## config.mk

```make
export PLATFORM = sky130hd
export DESIGN_NAME = beehive_output_arbiter_5
export DESIGN_NICKNAME = d
export VERILOG_FILES = /design/src/rtl/beehive_output_arbiter_5.sv
export SDC_FILE = /design/constraint.sdc
export NUM_CORES = 1
export LEC_CHECK = 0
export CAP_MARGIN = 20
export CORE_MARGIN = 3
export CORE_UTILIZATION = 45
export DETAILED_ROUTE_END_ITERATION = 16
export GPL_ROUTABILITY_DRIVEN = 0
export PLACE_DENSITY = 0.72
export SLEW_MARGIN = 0
export SYNTH_ARGS = -nofsm -noshare
export SYNTH_HDL_FRONTEND = slang
export SYNTH_SLANG_ARGS = --single-unit
```

## constraint.sdc

```tcl
create_clock -name clk -period 5.5 [get_ports clk]
set_input_delay 1.1 -clock clk [delete_from_list [all_inputs] [get_ports clk]]
set_output_delay 1.1 -clock clk [all_outputs]
set_load 0.02 [all_outputs]
```

## src/rtl/beehive_output_arbiter_5.sv

```systemverilog
// Purpose : per-output wormhole arbiter; round-robin grant among five inputs
//           presenting a head flit, then locks the output mux to the winner
//           until its whole packet (head + in_len body flits) has transferred.
// Latency : head eligible in cycle N -> sel valid, head transferable in N+1;
//           one idle arbitration cycle between back-to-back packets.
// Backpr. : out_rdy=0 or an owner bubble holds all state (no timeout); only
//           the owner is ever popped, and only when out_val & out_rdy.
// Ports   : clk, reset (sync, active-high); in_val/in_head[4:0] per input;
//           in_len_0..4 body-flit counts (sampled at grant); out_rdy from
//           downstream; sel (registered mux select, 7 = idle), out_val,
//           in_pop[4:0] (one-hot consume), busy (packet owns the output).
module beehive_output_arbiter_5 #(
  parameter int LEN_WIDTH = 8
) (
  input  logic                 clk,
  input  logic                 reset,
  input  logic [4:0]           in_val,
  input  logic [4:0]           in_head,
  input  logic [LEN_WIDTH-1:0] in_len_0,
  input  logic [LEN_WIDTH-1:0] in_len_1,
  input  logic [LEN_WIDTH-1:0] in_len_2,
  input  logic [LEN_WIDTH-1:0] in_len_3,
  input  logic [LEN_WIDTH-1:0] in_len_4,
  input  logic                 out_rdy,
  output logic [2:0]           sel,
  output logic                 out_val,
  output logic [4:0]           in_pop,
  output logic                 busy
);

  localparam logic [2:0] SEL_NULL = 3'd7;

  typedef enum logic {IDLE = 1'b0, SEND = 1'b1} state_t;

  state_t               state, state_nxt;
  logic [2:0]           owner, owner_nxt;
  logic [2:0]           rr_ptr, rr_ptr_nxt;
  logic [2:0]           sel_nxt;
  // One bit wider than in_len so a full-length packet plus its head fits.
  logic [LEN_WIDTH:0]   remaining, remaining_nxt;

  logic [LEN_WIDTH-1:0] len_arr [5];
  logic [4:0]           eligible;
  logic                 grant_found;
  logic [2:0]           grant_idx;
  logic                 xfer;

  assign len_arr[0] = in_len_0;
  assign len_arr[1] = in_len_1;
  assign len_arr[2] = in_len_2;
  assign len_arr[3] = in_len_3;
  assign len_arr[4] = in_len_4;

  // Only head flits can open a packet; stray body flits wait forever in IDLE.
  assign eligible = in_val & in_head;

  // Round-robin scan starting at rr_ptr, wrapping modulo 5.
  always_comb begin : arb
    logic [3:0] idx;
    idx         = 4'd0;
    grant_found = 1'b0;
    grant_idx   = 3'd0;
    for (int k = 0; k < 5; k++) begin
      idx = {1'b0, rr_ptr} + 4'(k);
      if (idx >= 4'd5) idx = idx - 4'd5;
      if (!grant_found && eligible[idx[2:0]]) begin
        grant_found = 1'b1;
        grant_idx   = idx[2:0];
      end
    end
  end

  assign busy    = (state == SEND);
  assign out_val = busy && in_val[owner];
  assign xfer    = out_val && out_rdy;
  assign in_pop  = xfer ? (5'b00001 << owner) : 5'b00000;

  always_comb begin
    state_nxt     = state;
    owner_nxt     = owner;
    sel_nxt       = sel;
    remaining_nxt = remaining;
    rr_ptr_nxt    = rr_ptr;
    case (state)
      IDLE: begin
        if (grant_found) begin
          state_nxt     = SEND;
          owner_nxt     = grant_idx;
          sel_nxt       = grant_idx;
          remaining_nxt = {1'b0, len_arr[grant_idx]} + (LEN_WIDTH+1)'(1);
        end
      end
      SEND: begin
        if (xfer) begin
          remaining_nxt = remaining - (LEN_WIDTH+1)'(1);
          if (remaining == (LEN_WIDTH+1)'(1)) begin
            state_nxt  = IDLE;
            sel_nxt    = SEL_NULL;
            rr_ptr_nxt = (owner == 3'd4) ? 3'd0 : owner + 3'd1;
          end
        end
      end
      default: state_nxt = IDLE;
    endcase
  end

  always_ff @(posedge clk) begin
    if (reset) begin
      state     <= IDLE;
      owner     <= 3'd0;
      sel       <= SEL_NULL;
      remaining <= '0;
      rr_ptr    <= 3'd0;
    end else begin
      state     <= state_nxt;
      owner     <= owner_nxt;
      sel       <= sel_nxt;
      remaining <= remaining_nxt;
      rr_ptr    <= rr_ptr_nxt;
    end
  end

endmodule

```

==> metrics.md <==
| Metric | Value |
|---|---|
| Hold Path Class | `register to register` |
| Top_reg_cell synth | `dfxtp_1` |
| WHS Path Cells | `2` |
| Netlist cell types | `76` |
| Synth warn | `0` |
| Share of cells above drive strength 1 | `0.0903` |
| Fin crit share | `0.938` |
| Number of synthesized flops with an enable pin | `0` |
| Synthesized cell area | `3000 um2` |
| Post-DP HPWL | `7240 um` |
| Post-DR wirelength/cell | `17.2 um` |
| Die height | `87.6 um` |
| Static leakage | `1.40 nW` |
| Crit path capture type | `register` |
| Max Transition Viols Final | `0` |
| Initial Util | `0.470` |
| Ports | `63` |
| DIE WIDTH | `87.6 um` |
| PwrDens | `164 nW/um2` |
| Fillcell total | `605` |
| Period minus WS final | `5.16 ns` |
| Final setup viols | `0` |
| Clock root buffer | `clkbuf_8` |
| Total track usage | `0.234` |
| Hold Crit Start | `sel[2]` |
| Reg2reg setup slack | `0.47 ns` |
| Delay-heaviest family, CP | `simple AND/OR/NAND/NOR gates` |
| Via count | `3297` |
| Critical path arrival | `5.34 ns` |
| Num rows | `29` |
| Worst setup margin | `0.342 ns` |
| Seq cells post-synth | `19` |
| Antenna fix cells | `0` |
| RSZ-0062 raised after global routing | `no` |
| Post-CTS setup buffer count | `0` |
| Fin. Hold Viols | `0` |
| Synth async-reset ratio | `0` |
| Cts bufs inserted | `3` |
| Layout Area Growth over Synthesis | `23.6%` |
| Clk_skew | `0.00306 ns` |
| Maxcap violations | `0` |
| Nets | `525` |
| Max stage delay cell, worst path | `or3_1` |
| Worst R2R Path Depth | `16` |
| Die footprint | `7680 um2` |
| Antenna violations before repair | `0` |
| CTS tree | `done` |
| Max Freq | `194 MHz` |
| Tightest hold margin | `0.487 ns` |
| Worst EP required | `5.68 ns` |
| Total Neg Setup Slack | `0 ns` |
| Maximum level of the CTS H-tree | `1` |
| Routed Wire Length | `9140 um` |
| Vias per cell | `6.21` |
| DRT iter0 DRCs | `322` |
| Syn avg cell area | `7.52 um2` |
| CTS Buffer Depth | `2` |
| RR Endpoint | `remaining[8]` |
| Synthesized instance count | `399` |
| First-pass GRT wire length | `14800 um` |
| Buffers added on ports | `62` |
| Worst Hold Path EP | `sel[2]` |
| TritonCTS Sinks | `19` |
| Clock Latency Late Sink | `0.26 ns` |
| Routed Antenna Nets | `0` |
| Critical path's largest stage delay | `0.53 ns` |
| Reg clk slew, reported paths | `0.07 ns` |
| Seq/Total Area, Yosys | `0.127` |
| Placeable Area | `6390 um2` |
| Pwr Total | `0.609 mW` |
| Worst Path Buf+Inv | `1` |
| Max-slew headroom | `0.543` |
| Crit Path Class | `primary input to register` |
| CP max FO | `7` |
| GRT overflow | `0` |
| Net Count, Synth | `469` |
| Startpoint Class | `primary input` |
| Drt first pass iters | `7` |
| Status | `completed` |
| Pre-CTS WS | `0.151 ns` |
| Vias in the first global route | `3024` |
| Worst Tran Pin Value | `0.682 ns` |
| Critical R2R Launch | `rr_ptr[1]` |
| Worst VDD drop | `159 uV` |
| Maximum number of pins on one net before global-route repair | `25` |
| DRC errors left | `0` |
| Crit path cell chain | `clkdlybuf4s50_1 -> nand2_1 -> o21ai_0 -> o2111ai_1 -> nand3_2 -> nand4b_4 -> or3_1 -> a21oi_4 -> mux2i_1 -> a211oi_2 -> ha_1 -> nand2_1 -> or4_4 -> a211oi_2` |
## sequential cells by signal, summed over array words and instances (netlist names)
signal / count
sel: 3
rr_ptr: 3
remaining: 9
busy: 1
owner: 3
## worst max-delay path by stage
stage / from / endpoint / slack (ns) / cells after the start
floorplan: rr_ptr[0] / remaining[8] / 0.98 / 20
global placement: in_val[2] / remaining[8] / 0.24 / 14
detailed placement: in_val[2] / remaining[8] / 0.15 / 14
CTS: rr_ptr[1] / remaining[8] / 0.32 / 16
global route: in_val[2] / remaining[8] / 0.12 / 14
finish: in_val[2] / remaining[8] / 0.34 / 14
## cells in the mapped netlist, types with 5 or more instances
master	count	area, um2
a21oi_1	26	130
inv_1	21	78.8
nand3_1	17	85.1
o211ai_1	6	45.0
o21a_1	5	37.5
nand4_1	8	50.1
a2111oi_0	7	61.3
or3_1	6	37.5
o21ai_0	14	70.1
buf_2	5	25.0
clkbuf_1	8	30.0
dfxtp_1	19	380
nor2b_1	6	37.5
a211oi_1	10	75.1
nand2_1	47	176
nor4_1	5	31.3
ha_1	16	200
mux2i_1	14	140
nor3_1	7	35.0
and2_1	18	113
a31oi_1	5	31.3
a211o_1	10	87.6
nor2_1	27	101
xnor2_1	5	43.8
## per-stage QoR
step / std cells / area, um2 / utilization
final: 531 / 3710 / 0.581
after CTS: 531 / 3710 / 0.580
after floorplan: 399 / 3000 / -
after global placement: 527 / 3660 / 0.573
after detailed placement: 527 / 3660 / 0.573
after global routing: 531 / 3710 / 0.581
## final cells by class
| cell class | count | area [um2] | share of cell area |
|---|---|---|---|
| well taps | 77 | 96.3 | 0.0260 |
| flip-flops and latches | 19 | 382 | 0.103 |
| inverters | 22 | 82.6 | 0.0223 |
| clock buffers | 4 | 45.0 | 0.0121 |
| multi-input cells | 339 | 2420 | 0.653 |
| repair buffers | 70 | 681 | 0.184 |
## report_power, final
group,switching [mW],internal [mW]
clock network,0.0483,0.0516
registers,0.0228,0.156
logic,0.181,0.149
total,0.252,0.356
## routing by layer
layer	vias up	wire length (um)	global-route usage
met3	11	479	0.0179
met5	-	0	0
li1	1625	-	-
met4	0	91	0.0460
met1	1536	4090	0.329
met2	125	4480	0.395
## worst reg2reg max path: cells and delay by family, from the launching register on
family                   cells  cell delay, ns
multiplexers                 1            0.19
AND/OR/NAND/NOR              5            1.55
buffers and inverters        2            0.28
flip-flops                   1            0.54
AO/OA/AOI/OAI                6            1.79
adder cells (fa/ha/maj)      2            0.59
## cells in the final DEF (no fill, tap or decap), drive strengths merged, types with 3 or more instances in the layout
master and n:
nor2 27, o31ai 5, a21o 4, ha 16, o22ai 4, a21oi 29
nand4b 4, or3 6, a221o 3, nand2b 4, nand3 18, a31oi 5
and3 4, or4 4, a211o 10, clkdlybuf4s50 62, mux2 3, a221oi 3
o21ai 15, xnor2 5, mux2i 14, dfxtp 19, nor2b 6, buf 8
nand4 8, o21a 5, o221ai 3, clkbuf 4, nor4 6, nand2 47
nor3 7, o211ai 7, o2111ai 3, and2 18, inv 21, a2111oi 7
a211oi 12
## cells by family (layout without fill, tap and decap cells)
kind of cell,count (synthesis),in the layout,share of synthesized area
buffers and inverters,41,96,0.0659
flip-flops,19,19,0.127
XOR/XNOR,5,5,0.0146
adder cells (fa/ha/maj),17,17,0.0734
multiplexers,19,19,0.0730
AND/OR/NAND/NOR,168,168,0.307
AO/OA/AOI/OAI,130,130,0.340
## timing repair
item	4_1_cts	5_1_grt
resized for setup	0	1
hold buffers	0	0
setup endpoints to repair	0	1
hold endpoints to repair	0	0
Note: power is estimated with default switching activity, not from simulation.
